File: src/rtl/wptr_full_if.sv
// wptr_full_if
//   Write-side pointer/flag bundle between the FIFO write controller and its
//   producer / memory / read-domain synchronizer.
//   Producer-side inputs : winc, wq2_rptr (synchronized Gray read pointer), wovf_clr
//   Controller outputs   : waddr, wptr (Gray), wfull, walmost_full, wcount, woverflow
//   master = producer side, slave = wptr_full block.
interface wptr_full_if #(
  parameter int ADDRSIZE = 8
);
  logic                winc;
  logic [ADDRSIZE:0]   wq2_rptr;
  logic                wovf_clr;
  logic [ADDRSIZE-1:0] waddr;
  logic [ADDRSIZE:0]   wptr;
  logic                wfull;
  logic                walmost_full;
  logic [ADDRSIZE:0]   wcount;
  logic                woverflow;

  modport master (
    output winc, wq2_rptr, wovf_clr,
    input  waddr, wptr, wfull, walmost_full, wcount, woverflow
  );

  modport slave (
    input  winc, wq2_rptr, wovf_clr,
    output waddr, wptr, wfull, walmost_full, wcount, woverflow
  );
endinterface

File: src/rtl/wptr_full.sv
// wptr_full
//   Write-domain pointer and status controller for an asynchronous FIFO.
//   Owns the binary write pointer, publishes the Gray write pointer for the
//   read-domain synchronizer, and derives full / almost-full / occupancy from
//   the already-synchronized Gray read pointer. Also keeps a sticky overflow
//   flag for writes attempted while full (such writes are dropped).
//   Ports:
//     wclk    write clock, rising edge
//     wrst_n  async active-low reset
//     wif     wptr_full_if.slave: winc, wq2_rptr, wovf_clr in;
//             waddr, wptr, wfull, walmost_full, wcount, woverflow out
module wptr_full #(
  parameter int ADDRSIZE     = 8,
  parameter int AFULL_THRESH = 4
) (
  input  logic        wclk,
  input  logic        wrst_n,
  wptr_full_if.slave  wif
);

  localparam int PW = ADDRSIZE + 1;
  localparam logic [PW-1:0] DEPTH    = {1'b1, {ADDRSIZE{1'b0}}};
  localparam logic [PW-1:0] AF_LEVEL = DEPTH - PW'(AFULL_THRESH);

  logic [PW-1:0] wbin;
  logic [PW-1:0] wptr_q;
  logic          wfull_q;
  logic          walmost_full_q;
  logic [PW-1:0] wcount_q;
  logic          woverflow_q;

  logic          wen;
  logic [PW-1:0] wbinnext;
  logic [PW-1:0] wgraynext;
  logic [PW-1:0] rbin_s;
  logic [PW-1:0] wcount_next;
  logic [PW-1:0] rptr_full_pattern;
  logic          wfull_next;
  logic          walmost_full_next;
  logic          woverflow_next;

  assign wen       = wif.winc & ~wfull_q;
  assign wbinnext  = wbin + {{ADDRSIZE{1'b0}}, wen};
  assign wgraynext = (wbinnext >> 1) ^ wbinnext;

  // Gray to binary: each binary bit is the XOR of all Gray bits at or above it.
  always_comb begin
    rbin_s = '0;
    for (int i = 0; i < PW; i++) begin
      rbin_s[i] = ^(wif.wq2_rptr >> i);
    end
  end

  // Modular subtraction keeps occupancy correct across pointer wrap.
  assign wcount_next = wbinnext - rbin_s;

  // Full in Gray space: write pointer is one lap ahead, which flips the top
  // two Gray bits relative to the read pointer.
  assign rptr_full_pattern = {~wif.wq2_rptr[PW-1:PW-2], wif.wq2_rptr[PW-3:0]};
  assign wfull_next        = (wgraynext == rptr_full_pattern);
  assign walmost_full_next = (wcount_next >= AF_LEVEL);

  // Set takes priority over clear so a concurrent overflow is never lost.
  assign woverflow_next = (woverflow_q & ~wif.wovf_clr) | (wif.winc & wfull_q);

  always_ff @(posedge wclk or negedge wrst_n) begin
    if (!wrst_n) begin
      wbin           <= '0;
      wptr_q         <= '0;
      wfull_q        <= 1'b0;
      walmost_full_q <= 1'b0;
      wcount_q       <= '0;
      woverflow_q    <= 1'b0;
    end else begin
      wbin           <= wbinnext;
      wptr_q         <= wgraynext;
      wfull_q        <= wfull_next;
      walmost_full_q <= walmost_full_next;
      wcount_q       <= wcount_next;
      woverflow_q    <= woverflow_next;
    end
  end

  assign wif.waddr        = wbin[ADDRSIZE-1:0];
  assign wif.wptr         = wptr_q;
  assign wif.wfull        = wfull_q;
  assign wif.walmost_full = walmost_full_q;
  assign wif.wcount       = wcount_q;
  assign wif.woverflow    = woverflow_q;

endmodule
File: src/flat_wrapper.sv
// flat-port wrapper written by rule: the top's interface ports become plain ports
module wptr_full_flat 
#(
  parameter int ADDRSIZE     = 8,
  parameter int AFULL_THRESH = 4
)
  (wclk, wrst_n, wif_winc, wif_wq2_rptr, wif_wovf_clr, wif_waddr, wif_wptr, wif_wfull, wif_walmost_full, wif_wcount, wif_woverflow);
  wptr_full_if #(.ADDRSIZE(ADDRSIZE)) wif_i ();
  input  logic wclk;
  input  logic wrst_n;
  input wire logic [$bits(wif_i.winc)-1:0] wif_winc;
  input wire logic [$bits(wif_i.wq2_rptr)-1:0] wif_wq2_rptr;
  input wire logic [$bits(wif_i.wovf_clr)-1:0] wif_wovf_clr;
  output wire logic [$bits(wif_i.waddr)-1:0] wif_waddr;
  output wire logic [$bits(wif_i.wptr)-1:0] wif_wptr;
  output wire logic [$bits(wif_i.wfull)-1:0] wif_wfull;
  output wire logic [$bits(wif_i.walmost_full)-1:0] wif_walmost_full;
  output wire logic [$bits(wif_i.wcount)-1:0] wif_wcount;
  output wire logic [$bits(wif_i.woverflow)-1:0] wif_woverflow;
  assign wif_i.winc = wif_winc;
  assign wif_i.wq2_rptr = wif_wq2_rptr;
  assign wif_i.wovf_clr = wif_wovf_clr;
  assign wif_waddr = wif_i.waddr;
  assign wif_wptr = wif_i.wptr;
  assign wif_wfull = wif_i.wfull;
  assign wif_walmost_full = wif_i.walmost_full;
  assign wif_wcount = wif_i.wcount;
  assign wif_woverflow = wif_i.woverflow;
  wptr_full #(.ADDRSIZE(ADDRSIZE), .AFULL_THRESH(AFULL_THRESH)) u_core (.wclk(wclk), .wrst_n(wrst_n), .wif(wif_i));
endmodule
File: config.mk
export PLATFORM = sky130hd
export DESIGN_NAME = wptr_full_flat
export DESIGN_NICKNAME = d
export VERILOG_FILES = /design/src/rtl/wptr_full_if.sv /design/src/rtl/wptr_full.sv /design/src/flat_wrapper.sv
export SDC_FILE = /design/constraint.sdc
export NUM_CORES = 1
export LEC_CHECK = 0
export BUFFER_PORTS_ARGS = -buffer_cell sky130_fd_sc_hd__buf_2
export CORE_MARGIN = 1
export CORE_UTILIZATION = 30
export CTS_CLUSTER_SIZE = 12
export DETAILED_ROUTE_END_ITERATION = 7
export PLACE_DENSITY_LB_ADDON = 0.08
export SETUP_SLACK_MARGIN = 0.02
export SLEW_MARGIN = 20
export SYNTH_ARGS = -nofsm -noshare
export SYNTH_HDL_FRONTEND = slang
export SYNTH_SLANG_ARGS = --single-unit
File: constraint.sdc
create_clock -name wclk -period 3.15 [get_ports wclk]
set_input_delay 0.4725 -clock wclk [delete_from_list [all_inputs] [get_ports wclk]]
set_output_delay 0.4725 -clock wclk [all_outputs]
set_load 0.02 [all_outputs]
==> results.cfg, run 1 <==
[clock_network]
htreeDepth = 2
clk_pin_slew_worst_paths_ns = 0.06
postCtsHoldBufs = 0
cts_buffer_depth = 2
cts_tree = yes
worstSkewPairLatency_ns = 0.28
cts_sinks = 29
cts_root_buffer = clkbuf_8
numCtsBuffers = 5

[final_layout]
final_nets = 260
antenna_cells = 0
multi_input_area_um2 = 1030
synthToLayoutAreaGrowth_pct = 46.5
regArea_um2 = 726
drive_above_1_share_pct = 43.6
fin_area_um2 = 2490
fillers = 564
final_core_util_pct = 45.5

[yosys]
syn-num-nets = 177
ys_ff_latch = 29
synth_edf_count = 0
yosysMostFrequentCell = dfrtp_1
yosysWarnings = 0
yosys_most_used_dff = dfrtp_1
syn-cell-area_um2 = 1700
yosysSeqAreaShare_pct = 42.7
synth.top_cells.by_count = dfrtp_1, xnor2_1, xor2_1, inv_1, ha_1
netlist_top_cells_area = dfrtp_1, xnor2_1, xor2_1, ha_1, inv_1
avgSynthCellArea_um2 = 11.2
yosysUniqueCellTypes = 34
synth_top_area_share_pct = 42.7
async_flop_share_pct = 100
yosys.area.top_type = dfrtp_1
syn_inst = 152

[sta]
rsz0062_at_grt = true
setup_ws_ns = -0.133
post-route-period-util_pct = 104
slew_viol_final = 0
setup_violations = 1
skew_ns = 0.00617
finalHoldViolations = 0
fin_crit_ns = 3.28
max_slew_margin_pct = 57.3
tightestPinTransition_ns = 0.640
timing.fmax_mhz = 305

[setup_path]
crit_buf_inv = 2
cp.arrival_ns = 3.45
reg2regPathDepth = 11
r2r_end = u_core.wif.walmost_full
worstPathMaxFanout = 2
crit_type = in -> reg
endpoint_kind = flip-flop
max_stage_delay_ns = 0.47
slowest_stage = or4_1
cp_cell_sequence = buf_6 -> xnor3_2 -> xnor2_4 -> xnor2_2 -> xor2_2 -> xnor2_1 -> ha_2 -> fa_2 -> inv_2 -> a221oi_4 -> o21ai_2 -> or4_1 -> and3_4 -> a41o_1
rrSetupSlack_ns = 0.13
startpoint_type = primary input
crit_family = XOR/XNOR gates
critical_path_required_ns = 3.32
timing.rr.start = u_core.wif.wfull

[die]
initial_core_util_pct = 31.0
dieArea_um2 = 5970
die_w_um = 77.3
die_height_um = 77.3
core.rowCount = 27
core-area_um2 = 5470
ios = 42

[min_path]
hold_path.class = in -> async

[route]
wirelength_um = 3990
dr.pass1.iters = 4
drc = 0
drt_iter0_drc = 24
vias = 1341
wl_per_cell_um = 12.9
ant_nets = 0
drt-vias-per-instance = 4.35

[grt]
grt_pass1_vias = 1393
grt_overflow = 0
grt_pass1_wl_um = 6550
antenna_found_initial = 0
grt_util_all_layers_pct = 14.2
grt_max_degree = 30

[placed_design]
gp_congestion = 0.780
place_hpwl_um = 3190
post-place-ws_ns = -0.534
numPortBuffers = 41
post_dp_cell_area_um2 = 2260

[power]
power.leakage_uw = 0.00128
vdd_drop_max_mv = 0.470
p_per_area_nw_per_um2 = 1220

[flow_run]
cap_violations = 0

[run_status]
outcome = complete, but fails checks
violations = negative setup slack
[worst register-to-register path: stages (launching register included)]
cell	delay, ns
dfrtp_1	0.38
nor2b_1	0.20
ha_1	0.20
ha_1	0.22
xor2_2	0.32
xnor2_1	0.18
mux2i_1	0.14
a221oi_4	0.33
o21ai_2	0.09
or4_1	0.47
and3_4	0.20
a41o_1	0.19
[cell families (layout without fill, tap and decap cells)]
kind of cell | after synthesis | count (layout) | share of synthesized area [%]
DFF | 29 | 29 | 42.7
and+or+nand+nor | 31 | 31 | 9.87
muxes | 2 | 2 | 1.18
buffers and inverters | 13 | 97 | 2.87
xor gates and xnor gates | 46 | 46 | 26.4
AOI/OAI and AO/OA | 19 | 19 | 7.73
adders and majority gates | 12 | 12 | 9.28
[through the flow]
stage,TNS (ns),hold slack (ns),power [µW],cells
6_report,-0.133,0.216,3040,308
5_1_grt,-0.366,0.282,3280,308
4_1_cts,-0.198,0.244,2890,307
3_5_place_dp,-1.24,0.503,2450,298
3_3_place_gp,-1.02,0.488,2440,298
2_1_floorplan,-0.735,0.177,1690,152
[placed cells by master (no fill, tap or decap), types with 2 or more instances in the layout]
master,n
and3_1,5
buf_4,35
a21o_1,2
xor2_2,3
buf_2,39
nor2_1,4
xnor2_1,21
o21ai_0,2
ha_1,10
mux2i_1,2
inv_1,12
and2_1,2
dfrtp_1,29
nand3_1,6
nor3_1,2
a21oi_1,3
clkbuf_8,6
nand2_1,4
buf_6,2
xor2_1,18
o21ai_2,2
xnor3_2,2
[layout make-up]
type                    instances  share of cell area, %
clock buffers                   7                   3.47
clock inverters                 1                   1.21
inverters                      13                   1.96
multi-input cells             110                   41.3
flip-flops and latches         29                   29.2
well taps                      72                   3.62
repair buffers                 76                   19.3
[per-layer routing]
metal	GRT usage [%]	share of wire (%)	wire length [µm]
met5	0	0	0
met4	5.09	1.5	59
met3	3.57	3.6	142
met2	22.2	48	1910
met1	18.7	47	1870
[what timing repair did]
action                     4_1_cts  5_1_grt
buffers inserted                 1        2
setup endpoints to repair        2        4
pin swaps                        0        8
gates resized for setup          6       15
[state kept, by name, summed over array words and instances (netlist names)]
| register | cells |
|---|---|
| u_core.wbin | 9 |
| u_core.wif.wcount | 9 |
| u_core.wif.wptr | 8 |
| u_core.wif.walmost_full | 1 |
| u_core.wif.wfull | 1 |
| u_core.wif.woverflow | 1 |
[power breakdown]
group / total (µW) / switching [µW] / internal (µW)
clock network: 394 / 137 / 258
registers: 624 / 81.1 / 543
logic: 2020 / 1040 / 979
total: 3040 / 1260 / 1780
[worst max-delay path by stage]
stage	from	to	slack [ns]	depth (start not counted)
finish	wif_wq2_rptr[8]	u_core.wif.walmost_full	-0.13	14
global placement	wif_wq2_rptr[8]	u_core.wif.walmost_full	-0.46	14
CTS	wif_wq2_rptr[8]	u_core.wif.walmost_full	-0.20	14
detailed placement	wif_wq2_rptr[8]	u_core.wif.walmost_full	-0.53	14
global route	wif_wq2_rptr[8]	u_core.wif.walmost_full	-0.28	14
floorplan	wif_wq2_rptr[8]	u_core.wif.walmost_full	-0.46	13
Power figures use the tool's default switching activity.
==> inputs of run 2 (changes only) <==
--- a/config.mk
+++ b/config.mk
@@ -7,7 +7,7 @@
 export LEC_CHECK = 0
 export BUFFER_PORTS_ARGS = -buffer_cell sky130_fd_sc_hd__buf_2
 export CORE_MARGIN = 1
-export CORE_UTILIZATION = 30
+export CORE_UTILIZATION = 48
 export CTS_CLUSTER_SIZE = 12
 export DETAILED_ROUTE_END_ITERATION = 7
 export PLACE_DENSITY_LB_ADDON = 0.08
==> results.cfg, run 2 (synthesis gave the netlist of run 1 again) <==
[grt]
grt_overflow = 0
antenna_found_initial = 0
grt_util_all_layers_pct = 21.8
grt_pass1_vias = 1360
grt_pass1_wl_um = 5780
grt_max_degree = 30

[power]
p_per_area_nw_per_um2 = 1180
power.leakage_uw = 0.00123
switching_share_pct = 43.5
seqPwrFrac_pct = 22.6
power_uw = 2750
combPwrFrac_pct = 69.2
p_switching_uw = 1200
clkPwrFrac_pct = 8.2
power.internal_uw = 1550
vdd_drop_max_mv = 0.756

[final_layout]
fillers = 289
antenna_cells = 0
layout_commonest_cell = buf_2
drive_above_1_share_pct = 40.4
final_core_util_pct = 69.4
fin_area_um2 = 2330
final_cell_mix = buf_2, buf_4, dfrtp_1
multi_input_area_um2 = 972
synthToLayoutAreaGrowth_pct = 37.3
final_nets = 260
regArea_um2 = 726

[route]
dr.pass1.iters = 4
drt_iter0_drc = 39
wl_per_cell_um = 13.8
drt-vias-per-instance = 4.89
ant_nets = 0
vias = 1373
drc = 0
wirelength_um = 3870

[clock_network]
cts_sinks = 29
numCtsBuffers = 5
postCtsHoldBufs = 0
worstSkewPairLatency_ns = 0.32
cts_buffer_depth = 2
cts_tree = yes
clk_pin_slew_worst_paths_ns = 0.09
cts_root_buffer = clkbuf_4
htreeDepth = 2

[setup_path]
reg2regPathDepth = 11
crit_type = in -> reg
startpoint_type = primary input
critical_path_required_ns = 3.36
timing.rr.start = u_core.wif.wfull
max_stage_delay_ns = 0.47
cp.arrival_ns = 3.46
r2r_end = u_core.wif.walmost_full
worstPathMaxFanout = 2
cp_cell_sequence = buf_6 -> xnor3_2 -> xnor2_4 -> xnor2_2 -> xor2_2 -> xnor2_1 -> ha_2 -> fa_2 -> inv_2 -> a221oi_2 -> o21ai_1 -> or4_1 -> and3_4 -> a41o_1
slowest_stage = or4_1
rrSetupSlack_ns = 0.14
endpoint_kind = flip-flop

[die]
dieArea_um2 = 3780
initial_core_util_pct = 50.5
core.rowCount = 21
die_w_um = 61.5
core-area_um2 = 3360
die_height_um = 61.5
ios = 42

[sta]
timing.fmax_mhz = 308
skew_ns = 0.00649
tightestPinTransition_ns = 0.640
post-route-period-util_pct = 103
slew_viol_final = 0
max_slew_margin_pct = 57.4
rsz0062_at_grt = true
finalHoldViolations = 0
setup_violations = 1
fin_crit_ns = 3.25
setup_ws_ns = -0.102

[placed_design]
place_hpwl_um = 2900
post_dp_cell_area_um2 = 2220
post-place-ws_ns = -0.480
gp_congestion = 0.827
numPortBuffers = 41

[run_status]
violations = negative setup slack
outcome = complete, but fails checks

[flow_run]
cap_violations = 0

[min_path]
hold_path.class = in -> async
==> run 2: cell type report <==
type | instances | area share (%)
timing repair buffer | 76 | 20.3
multi-input combinational | 110 | 41.7
tap | 46 | 2.47
inverter | 13 | 2.09
clock buffer | 7 | 2.36
sequential | 29 | 31.1
==> run 2: per-stage QoR <==
stage / hold WS (ns) / TNS, ns / std cells
after detailed placement: 0.529 / -1.03 / 271
after global placement: 0.497 / -0.684 / 271
final: 0.161 / -0.102 / 281
after floorplan: 0.177 / -0.735 / 152
after CTS: 0.166 / -0.128 / 279
after global routing: 0.190 / -0.178 / 281
==> run 2: what timing repair did <==
item,4_1_cts,5_1_grt
pin swaps,2,2
buffers inserted,1,2
setup endpoints to repair,1,4
gates resized for setup,1,9
==> run 2: per-layer routing <==
metal	global-route usage, %	routed length, µm
met3	5.88	163
met1	26.4	1660
met4	9.21	76
met2	36.7	1970
met5	0	0
==> run 2: worst max-delay path by stage <==
stage,end,startpoint,cells after the start,slack (ns)
5_1_grt,u_core.wif.walmost_full,wif_wq2_rptr[7],14,-0.18
4_1_cts,u_core.wif.walmost_full,wif_wq2_rptr[7],14,-0.13
2_1_floorplan,u_core.wif.walmost_full,wif_wq2_rptr[8],13,-0.46
3_5_place_dp,u_core.wif.walmost_full,wif_wq2_rptr[8],14,-0.48
3_3_place_gp,u_core.wif.walmost_full,wif_wq2_rptr[8],14,-0.38
6_report,u_core.wif.walmost_full,wif_wq2_rptr[7],14,-0.10
==> run 2: worst max-delay path: cells and delay by family <==
kind	cells	cell delay [ns]
AOI/OAI and AO/OA	3	0.59
xor gates and xnor gates	5	1.20
adders and majority gates	2	0.43
buffers and inverters	2	0.11
and+or+nand+nor	2	0.66
==> run 2: power by group through the flow <==
stage	Clock [µW]	Sequential, µW	Combinational [µW]
after floorplan	0	818	876
after global placement	0	621	1770
after detailed placement	0	628	1810
after CTS	238	621	1840
after global routing	253	640	2060
final	226	620	1900
==> inputs of run 3 (changes only) <==
--- a/config.mk
+++ b/config.mk
@@ -12,6 +12,7 @@
 export DETAILED_ROUTE_END_ITERATION = 7
 export PLACE_DENSITY_LB_ADDON = 0.08
 export SETUP_SLACK_MARGIN = 0.02
+export SKIP_LAST_GASP = 1
 export SLEW_MARGIN = 20
 export SYNTH_ARGS = -nofsm -noshare
 export SYNTH_HDL_FRONTEND = slang
==> results.cfg, run 3 (synthesis gave the netlist of run 1 again) <==
[route]
ant_nets = 0
vias = 1376
wirelength_um = 3840
drt-vias-per-instance = 4.90
dr.pass1.iters = 4
wl_per_cell_um = 13.7
drt_iter0_drc = 39
drc = 0

[sta]
fin_crit_ns = 3.28
setup_violations = 1
timing.fmax_mhz = 305
slew_viol_final = 0
max_slew_margin_pct = 57.4
tightestPinTransition_ns = 0.639
skew_ns = 0.00647
fin_hold_ws_ns = 0.161
rsz0062_at_grt = true
post-route-period-util_pct = 104
setup_ws_ns = -0.126
finalHoldViolations = 0

[power]
vdd_drop_max_mv = 0.756
clkPwrFrac_pct = 8.2
p_switching_uw = 1200
power.leakage_uw = 0.00123
switching_share_pct = 43.5
p_per_area_nw_per_um2 = 1180
power.internal_uw = 1550
power_uw = 2740
seqPwrFrac_pct = 22.6
combPwrFrac_pct = 69.1

[setup_path]
endpoint_kind = flip-flop
crit_type = in -> reg
cp.arrival_ns = 3.49
critical_path_required_ns = 3.36
startpoint_type = primary input
worstPathMaxFanout = 2

[run_status]
outcome = complete, but fails checks
violations = negative setup slack

[clock_network]
worstSkewPairLatency_ns = 0.32
clk_pin_slew_worst_paths_ns = 0.09
cts_sinks = 29
cts_tree = yes
cts_root_buffer = clkbuf_4
htreeDepth = 2
numCtsBuffers = 5
cts_buffer_depth = 2

[die]
die_w_um = 61.5
die_height_um = 61.5
core.rowCount = 21
dieArea_um2 = 3780
core-area_um2 = 3360
initial_core_util_pct = 50.5
ios = 42

[final_layout]
layout_commonest_cell = buf_2
antenna_cells = 0
synthToLayoutAreaGrowth_pct = 37.0
drive_above_1_share_pct = 40.4
final_nets = 260
final_cell_mix = buf_2, buf_4, dfrtp_1

[grt]
grt_max_degree = 30
grt_pass1_vias = 1360
grt_overflow = 0
antenna_found_initial = 0
grt_pass1_wl_um = 5780
grt_util_all_layers_pct = 21.8

[placed_design]
gp_congestion = 0.827
post-place-ws_ns = -0.480
numPortBuffers = 41
place_hpwl_um = 2900

[min_path]
hold_path.class = in -> async

[flow_run]
cap_violations = 0
[run 3: path summary, 6_finish.rpt]
kind / from / depth (start not counted) / endpoint / slack, ns
max: wif_wq2_rptr[7] / 14 / u_core.wif.walmost_full / -0.13
min: wrst_n / 1 / u_core.wif.wptr[2] / 0.16
max reg2reg: u_core.wif.wfull / 11 / u_core.wif.walmost_full / 0.14
min reg2reg: u_core.wif.wfull / 2 / u_core.wif.woverflow / 0.55
max in group asynchronous: wrst_n / 1 / u_core.wif.wcount[3] / 2.57
min in group wclk: wif_wovf_clr / 2 / u_core.wif.woverflow / 0.34
[run 3: metrics by stage]
| stage | TNS, ns | cell area (µm²) | std cells | utilization (%) |
|---|---|---|---|---|
| detailed placement | -1.03 | 2220 | 271 | 66.0 |
| CTS | -0.128 | 2290 | 279 | 68.0 |
| floorplan | -0.735 | 1720 | 152 | - |
| global placement | -0.684 | 2220 | 271 | 66.0 |
| global route | -0.212 | 2330 | 281 | 69.2 |
| finish | -0.126 | 2330 | 281 | 69.2 |
[run 3: final cells by class]
cell class,count,area [µm²]
clock buffer,7,55.1
fill,291,1040
inverter,13,48.8
multi-input combinational,110,972
sequential,29,726
tap,46,57.6
timing repair buffer,76,468
[run 3: timing repair]
action,in CTS,in global routing
setup buffers,1,2
hold buffers,0,0
setup endpoints to repair,1,4
gates resized for setup,1,8
pin swaps,2,2
[run 3: critical path, stage by stage]
cell and delay, ns:
buf_2 0.09, xnor3_2 0.46, xnor2_4 0.16, xnor2_2 0.23, xor2_2 0.20, xnor2_1 0.15
ha_2 0.21, fa_2 0.22, inv_2 0.04, a221oi_2 0.28, o21ai_1 0.11, or4_1 0.47
and3_4 0.19, a41o_1 0.20
[run 3: power groups by stage]
stage          clock network, µW  registers (µW)  logic [µW]
2_1_floorplan                  0             818         876
3_3_place_gp                   0             621        1770
3_5_place_dp                   0             628        1810
4_1_cts                      238             621        1840
5_1_grt                      253             640        2060
6_report                     226             620        1900
[run 3: layer usage]
layer | track usage (%) | vias to the layer above | wire length [µm]
li1 | - | 676 | -
met2 | 36.7 | 38 | 1940
met3 | 5.88 | 8 | 163
met4 | 9.21 | 0 | 76
met5 | 0 | - | 0
met1 | 26.4 | 654 | 1660
